**config.mk**
```make
export PLATFORM = sky130hd
export DESIGN_NAME = multicycle_ctrl
export DESIGN_NICKNAME = d
export VERILOG_FILES = /design/src/rtl/cpu_ctrl_pkg.sv /design/src/rtl/mem_wait_timer.sv /design/src/rtl/multicycle_ctrl.sv
export SDC_FILE = /design/constraint.sdc
export NUM_CORES = 1
export LEC_CHECK = 0
export BUFFER_PORTS_ARGS = -buffer_cell sky130_fd_sc_hd__buf_2
export CORE_MARGIN = 3
export CORE_UTILIZATION = 47
export CTS_BUF_LIST = sky130_fd_sc_hd__clkbuf_4
export DETAILED_ROUTE_END_ITERATION = 10
export PLACE_DENSITY = 0.8
export SETUP_SLACK_MARGIN = 0.1
export SLEW_MARGIN = 20
export SYNTH_ARGS = -nofsm -noshare
export SYNTH_HDL_FRONTEND = slang
export SYNTH_HIERARCHICAL = 1
export SYNTH_SLANG_ARGS = --single-unit
```
**constraint.sdc**
```tcl
create_clock -name clk -period 2.3 [get_ports clk]
set_clock_uncertainty 0.15 [all_clocks]
set_input_delay 0.46 -clock clk [delete_from_list [all_inputs] [get_ports clk]]
set_output_delay 0.46 -clock clk [all_outputs]
set_load 0.01 [all_outputs]
```
**src/rtl/cpu_ctrl_pkg.sv**
```systemverilog
// rtl/cpu_ctrl_pkg.sv - state, opcode and datapath-select encodings for the multi-cycle control FSM
package cpu_ctrl_pkg;

  typedef enum logic [3:0] {
    S_IDLE     = 4'd0,
    S_FETCH    = 4'd1,
    S_DECODE   = 4'd2,
    S_EXEC_R   = 4'd3,
    S_WB_R     = 4'd4,
    S_EXEC_I   = 4'd5,
    S_WB_I     = 4'd6,
    S_MEM_ADDR = 4'd7,
    S_MEM_RD   = 4'd8,
    S_WB_MEM   = 4'd9,
    S_MEM_WR   = 4'd10,
    S_BRANCH   = 4'd11,
    S_JUMP     = 4'd12,
    S_HALT     = 4'd13,
    S_TRAP     = 4'd14
  } state_t;

  localparam logic [3:0] OP_RTYPE = 4'b0000;
  localparam logic [3:0] OP_ADDI  = 4'b0001;
  localparam logic [3:0] OP_ANDI  = 4'b0010;
  localparam logic [3:0] OP_ORI   = 4'b0011;
  localparam logic [3:0] OP_LW    = 4'b0100;
  localparam logic [3:0] OP_SW    = 4'b0101;
  localparam logic [3:0] OP_BEQ   = 4'b0110;
  localparam logic [3:0] OP_JUMP  = 4'b0111;
  localparam logic [3:0] OP_HALT  = 4'b1111;

  localparam logic [2:0] ALUOP_ADD  = 3'b000;
  localparam logic [2:0] ALUOP_SUB  = 3'b001;
  localparam logic [2:0] ALUOP_AND  = 3'b010;
  localparam logic [2:0] ALUOP_OR   = 3'b011;
  localparam logic [2:0] ALUOP_FUNC = 3'b100;

  localparam logic [1:0] PCSRC_ALU    = 2'b00;
  localparam logic [1:0] PCSRC_ALUOUT = 2'b01;
  localparam logic [1:0] PCSRC_JUMP   = 2'b10;

  localparam logic [1:0] SRCB_REG  = 2'b00;
  localparam logic [1:0] SRCB_ONE  = 2'b01;
  localparam logic [1:0] SRCB_IMM  = 2'b10;
  localparam logic [1:0] SRCB_BOFF = 2'b11;

  // States that hold a memory request open until mem_ready.
  function automatic logic isWaitState(input state_t s);
    return (s == S_FETCH) || (s == S_MEM_RD) || (s == S_MEM_WR);
  endfunction

endpackage

```
**src/rtl/mem_wait_timer.sv**
```systemverilog
// rtl/mem_wait_timer.sv - saturating memory wait counter with timeout compare
module mem_wait_timer #(
  parameter int LIMIT = 15
) (
  input  logic clk,
  input  logic rst,
  input  logic clear,
  input  logic count,
  output logic expired
);

  localparam int CW = $clog2(LIMIT + 1);

  logic [CW-1:0] waitCnt;

  always_ff @(posedge clk or posedge rst) begin
    if (rst) begin
      waitCnt <= '0;
    end else if (clear) begin
      waitCnt <= '0;
    end else if (count && (waitCnt != CW'(LIMIT))) begin
      waitCnt <= waitCnt + 1'b1;
    end
  end

  // High during the cycle whose stall would be the LIMIT-th consecutive one.
  assign expired = (waitCnt >= CW'(LIMIT - 1));

endmodule

```
**src/rtl/multicycle_ctrl.sv**
```systemverilog
// rtl/multicycle_ctrl.sv - control FSM for the multi-cycle 16-bit CPU with timed memory handshake
// Optional CTRL_ILLEGAL_TRAP_EN: undefined opcodes enter TRAP and raise illegal_op.
module multicycle_ctrl
  import cpu_ctrl_pkg::*;
#(
  parameter int MEM_TIMEOUT = 15,
  parameter int OPCODE_W    = 4
) (
  input  logic                clk,
  input  logic                rst,
  input  logic [OPCODE_W-1:0] opcode,
  input  logic                zero,
  input  logic                mem_ready,
  output logic                pc_en,
  output logic [1:0]          pc_source,
  output logic                ir_write,
  output logic                i_or_d,
  output logic                mem_read,
  output logic                mem_write,
  output logic                reg_write,
  output logic                reg_dst,
  output logic                mem_to_reg,
  output logic                alu_src_a,
  output logic [1:0]          alu_src_b,
  output logic [2:0]          alu_op,
  output logic                halted,
  output logic                bus_err,
`ifdef CTRL_ILLEGAL_TRAP_EN
  output logic                illegal_op,
`endif
  output logic [3:0]          state_dbg
);

  state_t state;
  state_t nextState;
  logic   waitClear;
  logic   waitCount;
  logic   waitExpired;
  logic   timeout;

  // Any state change clears the counter, including the MEM_WR -> FETCH hop.
  assign waitClear = (nextState != state);
  assign waitCount = isWaitState(state) && !mem_ready;
  assign timeout   = waitCount && waitExpired;

  mem_wait_timer #(
    .LIMIT(MEM_TIMEOUT)
  ) u_wait_timer (
    .clk    (clk),
    .rst    (rst),
    .clear  (waitClear),
    .count  (waitCount),
    .expired(waitExpired)
  );

  always_ff @(posedge clk or posedge rst) begin
    if (rst) begin
      state <= S_IDLE;
    end else begin
      state <= nextState;
    end
  end

  always_ff @(posedge clk or posedge rst) begin
    if (rst) begin
      bus_err <= 1'b0;
    end else if (timeout) begin
      bus_err <= 1'b1;
    end
  end

  assign state_dbg = state;

  always_comb begin
    nextState  = state;
    pc_en      = 1'b0;
    pc_source  = PCSRC_ALU;
    ir_write   = 1'b0;
    i_or_d     = 1'b0;
    mem_read   = 1'b0;
    mem_write  = 1'b0;
    reg_write  = 1'b0;
    reg_dst    = 1'b0;
    mem_to_reg = 1'b0;
    alu_src_a  = 1'b0;
    alu_src_b  = SRCB_REG;
    alu_op     = ALUOP_ADD;
    halted     = 1'b0;
`ifdef CTRL_ILLEGAL_TRAP_EN
    illegal_op = 1'b0;
`endif

    case (state)
      S_IDLE: begin
        nextState = S_FETCH;
      end

      S_FETCH: begin
        mem_read  = 1'b1;
        alu_src_b = SRCB_ONE;
        if (mem_ready) begin
          ir_write  = 1'b1;
          pc_en     = 1'b1;
          nextState = S_DECODE;
        end else if (timeout) begin
          nextState = S_HALT;
        end
      end

      S_DECODE: begin
        alu_src_b = SRCB_BOFF;
        case (opcode)
          OP_RTYPE:                 nextState = S_EXEC_R;
          OP_ADDI, OP_ANDI, OP_ORI: nextState = S_EXEC_I;
          OP_LW, OP_SW:             nextState = S_MEM_ADDR;
          OP_BEQ:                   nextState = S_BRANCH;
          OP_JUMP:                  nextState = S_JUMP;
          OP_HALT:                  nextState = S_HALT;
`ifdef CTRL_ILLEGAL_TRAP_EN
          default:                  nextState = S_TRAP;
`else
          default:                  nextState = S_FETCH;
`endif
        endcase
      end

      S_EXEC_R: begin
        alu_src_a = 1'b1;
        alu_src_b = SRCB_REG;
        alu_op    = ALUOP_FUNC;
        nextState = S_WB_R;
      end

      S_WB_R: begin
        reg_write = 1'b1;
        reg_dst   = 1'b1;
        nextState = S_FETCH;
      end

      S_EXEC_I: begin
        alu_src_a = 1'b1;
        alu_src_b = SRCB_IMM;
        case (opcode)
          OP_ANDI: alu_op = ALUOP_AND;
          OP_ORI:  alu_op = ALUOP_OR;
          default: alu_op = ALUOP_ADD;
        endcase
        nextState = S_WB_I;
      end

      S_WB_I: begin
        reg_write = 1'b1;
        nextState = S_FETCH;
      end

      S_MEM_ADDR: begin
        alu_src_a = 1'b1;
        alu_src_b = SRCB_IMM;
        nextState = (opcode == OP_SW) ? S_MEM_WR : S_MEM_RD;
      end

      S_MEM_RD: begin
        i_or_d   = 1'b1;
        mem_read = 1'b1;
        if (mem_ready) begin
          nextState = S_WB_MEM;
        end else if (timeout) begin
          nextState = S_HALT;
        end
      end

      S_WB_MEM: begin
        reg_write  = 1'b1;
        mem_to_reg = 1'b1;
        nextState  = S_FETCH;
      end

      S_MEM_WR: begin
        i_or_d    = 1'b1;
        mem_write = 1'b1;
        if (mem_ready) begin
          nextState = S_FETCH;
        end else if (timeout) begin
          nextState = S_HALT;
        end
      end

      S_BRANCH: begin
        alu_src_a = 1'b1;
        alu_src_b = SRCB_REG;
        alu_op    = ALUOP_SUB;
        pc_source = PCSRC_ALUOUT;
        pc_en     = zero;
        nextState = S_FETCH;
      end

      S_JUMP: begin
        pc_source = PCSRC_JUMP;
        pc_en     = 1'b1;
        nextState = S_FETCH;
      end

      S_HALT: begin
        halted = 1'b1;
      end

`ifdef CTRL_ILLEGAL_TRAP_EN
      S_TRAP: begin
        illegal_op = 1'b1;
      end
`endif

      default: begin
        nextState = S_IDLE;
      end
    endcase
  end

endmodule

```
==> flow_metrics.env <==
export IMPL_status="finished with violations"
export IMPL_violations="setup timing"
export IMPL_synth_fp_nets=131
export IMPL_slew_headroom_pct=69.92
export IMPL_dieArea_um2=2557
export IMPL_netSwitchingPower_mw=0.8531
export IMPL_gp_congestion=0.9291
export IMPL_route_detailed_drc=0
export IMPL_grt_pass1_wl_mm=4.968
export IMPL_rsz0062_at_grt="yes"
export IMPL_yosys_warnings=6
export IMPL_synth_most_common_cell="nor2_1"
export IMPL_numCtsBuffers=3
export IMPL_worst_setup_path_type="flip-flop to flip-flop"
export IMPL_gr_total_overflow=0
export IMPL_io_buffers=29
export IMPL_multi_input_area_um2=738.2
export IMPL_ys_flop_type="dfrtp_1"
export IMPL_synth_top_area_cell="dfrtp_1"
export IMPL_powerDensity_nw_per_um2=1220
export IMPL_worst_setup_path_end_kind="flip-flop"
export IMPL_num_antenna_cells=0
export IMPL_min_delay_start="bus_err"
export IMPL_synth_area_top_cells="dfrtp_1, nor2_1, a21oi_1"
export IMPL_hold_depth=1
export IMPL_required_ns=2.37
export IMPL_synth_edf_count=0
export IMPL_total_power_mw=1.758
export IMPL_regArea_um2=227.7
export IMPL_post_place_ws_ns=-0.05603
export IMPL_synth_seq_area_share_pct=24.13
export IMPL_num_rows=15
export IMPL_cts_max_level=1
export IMPL_fmax_mhz=425.7
export IMPL_slowest_stage="dfrtp_1"
export IMPL_die_width_um=50.57
export IMPL_rrSetupSlack_ns=-0.05
export IMPL_synth_cells=121
export IMPL_areaGrowthSynthToFinish_pct=54.29
export IMPL_worst_path_largest_cell_delay_ns=0.38
export IMPL_dp_final_hpwl_mm=2.061
export IMPL_root_buffer="clkbuf_4"
export IMPL_core_area_um2=1802
export IMPL_drive_gt1_share_pct=49.44
export IMPL_power_frac_seq_pct=15.6
export IMPL_design_area_um2=1440
export IMPL_tightest_slew_ns=0.4465
export IMPL_insertion_delay_ns=0.28
export IMPL_grt_max_degree=16
export IMPL_final_cells=205
export IMPL_p_clk_share_pct=8.4
export IMPL_cts_clk_slew_worst_paths_ns=0.07
export IMPL_worstReg2RegStart="u_wait_timer/waitCnt[0]"
export IMPL_syn_area_um2=933.4
export IMPL_ios=30
export IMPL_internal_power_mw=0.9045
export IMPL_comb_power_share_pct=76.1
export IMPL_grt_util_all_layers_pct=25.33
export IMPL_antenna_found_initial=0
export IMPL_holdPathEnd="bus_err"
export IMPL_hold_violations=0
export IMPL_vias_per_cell=6.249
export IMPL_tritoncts="yes"
export IMPL_reg2regPathDepth=11
export IMPL_async_reset_ff_share_pct=100.0
export IMPL_max_vdd_ir_drop_mv=0.6523
export IMPL_vias=1281
export IMPL_ant_nets=0
export IMPL_regToRegEndpoint="u_wait_timer/waitCnt[0]"
export IMPL_hold_worst_slack_ns=0.3431
export IMPL_cts_buffer_depth=2
export IMPL_worstSetupStartpointType="flip-flop"
export IMPL_setup_viol=4
export IMPL_drtPass1Iterations=4
export IMPL_fill_cells=110
export IMPL_nNetsFinal=191
export IMPL_arrival_ns=2.42
export IMPL_die_h_um=50.57
export IMPL_cp_cell_sequence="inv_2, ha_4, o211a_4, nand2b_4, o21ai_4, a221o_1, a32oi_2, nand4b_1, buf_6, nor2_2, mux2_4"
export IMPL_holdCritPathClass="flip-flop to flip-flop"
export IMPL_p_leak_nw=0.7418
export IMPL_grt_pass1_vias=1084
export IMPL_sw_frac_of_total_pct=48.54
export IMPL_place_area_um2=1171
export IMPL_initial_utilization_pct=51.81
export IMPL_path_max_fanout=6
export IMPL_setup_ws_ns=-0.04923
export IMPL_place_inst=182
export IMPL_synth_top_area_share_pct=24.13
export IMPL_synth_distinct_cells=50
export IMPL_cts_sinks=9
export IMPL_fin_crit_ns=2.349
export IMPL_report_final_slew_viol_count=0
export IMPL_synth_common_cells="nor2_1, nand2_1, a21oi_1, dfrtp_1, nand2b_1"
export IMPL_wl_per_cell_um=17.71
export IMPL_drtIter0Drc=73
export IMPL_period_share_pct=102.1
export IMPL_maxCapViolCount=0
export IMPL_wirelength_mm=3.630
export IMPL_synth_seq_cells=9
export IMPL_synth_avg_cell_area_um2=7.714
critical path, delay by kind of cell (launching register included):
family	cells	cell delay, ns
AOI/OAI and AO/OA	4	0.90
DFF	1	0.38
and+or+nand+nor	3	0.33
buffers and inverters	2	0.23
adders and majority gates	1	0.16
muxes	1	0.14
area by class of cell:
class | count | share of cell area (%)
clock buffer | 4 | 2.085
inverter | 5 | 1.477
multi-input combinational | 101 | 51.26
sequential | 9 | 15.81
tap | 25 | 2.172
timing repair buffer | 61 | 27.19
cells by family (layout without fill, tap and decap cells):
logic type                 Yosys count  count (layout)  share of synthesized area (%)
buffers and inverters               11              70                          6.166
and+or+nand+nor                     60              60                          36.06
DFF                                  9               9                          24.13
muxes                                3               3                          4.290
AOI/OAI and AO/OA                   36              36                          26.68
adders and majority gates            2               2                          2.681
repair_timing:
| action | 4_1_cts | 5_1_grt |
|---|---|---|
| setup endpoints to repair | 7 | 7 |
| pin swaps | 7 | 7 |
| buffers inserted | 7 | 11 |
| endpoints found under the hold margin | 9 | 0 |
| resized for setup | 10 | 12 |
| hold buffers | 1 | 0 |
worst max path at each step:
| stage | from | to |
|---|---|---|
| 4_1_cts | state_dbg[1] | pc_en |
| 2_1_floorplan | u_wait_timer/waitCnt[0] | u_wait_timer/waitCnt[1] |
| 3_3_place_gp | u_wait_timer/waitCnt[1] | u_wait_timer/waitCnt[1] |
| 6_report | u_wait_timer/waitCnt[0] | u_wait_timer/waitCnt[0] |
| 3_5_place_dp | u_wait_timer/waitCnt[1] | u_wait_timer/waitCnt[1] |
| 5_1_grt | u_wait_timer/waitCnt[0] | u_wait_timer/waitCnt[1] |
routing by layer:
| layer | share of wire [%] | routed length [um] | vias up | track usage (%) |
|---|---|---|---|---|
| met5 | 0 | 0 | - | 0 |
| met4 | 6.4 | 233 | 0 | 13.00 |
| met2 | 49 | 1768 | 95 | 43.70 |
| li1 | - | - | 562 | - |
| met1 | 35 | 1279 | 592 | 28.78 |
| met3 | 9.6 | 348 | 32 | 5.935 |
registers in the layout, summed over array words and instances, names as in the netlist:
register              cells
bus_err                   1
u_wait_timer/waitCnt      4
state_dbg                 4
cells in the final DEF (no fill, tap or decap), types with 2 or more instances in the layout:
master / instances
nand4_1: 2
a21oi_2: 2
inv_1: 3
nor3_1: 3
nand2b_1: 5
clkbuf_4: 4
o21ai_0: 4
o22ai_1: 2
dfrtp_2: 2
buf_2: 29
a21oi_1: 7
nand3_1: 2
dfrtp_1: 7
nand2_1: 11
or2b_1: 2
mux2_4: 2
nor2b_4: 2
o311ai_1: 2
nor2_1: 14
buf_4: 30
nor2_2: 3
a21o_1: 3
through the flow:
step	setup TNS (ns)	utilization [%]
6_report	-0.1284	79.93
3_3_place_gp	0	65.00
5_1_grt	-0.3728	79.93
3_5_place_dp	-0.1045	65.00
2_1_floorplan	0	-
4_1_cts	0	71.81
power by group through the flow:
stage / registers, mW / logic, mW / clock network [mW]
floorplan: 0.253 / 0.660 / 0
global placement: 0.267 / 0.951 / 0
detailed placement: 0.271 / 0.966 / 0
CTS: 0.275 / 1.06 / 0.141
global route: 0.277 / 1.42 / 0.159
finish: 0.274 / 1.34 / 0.147
No activity file was read; power rests on OpenSTA's default activity.
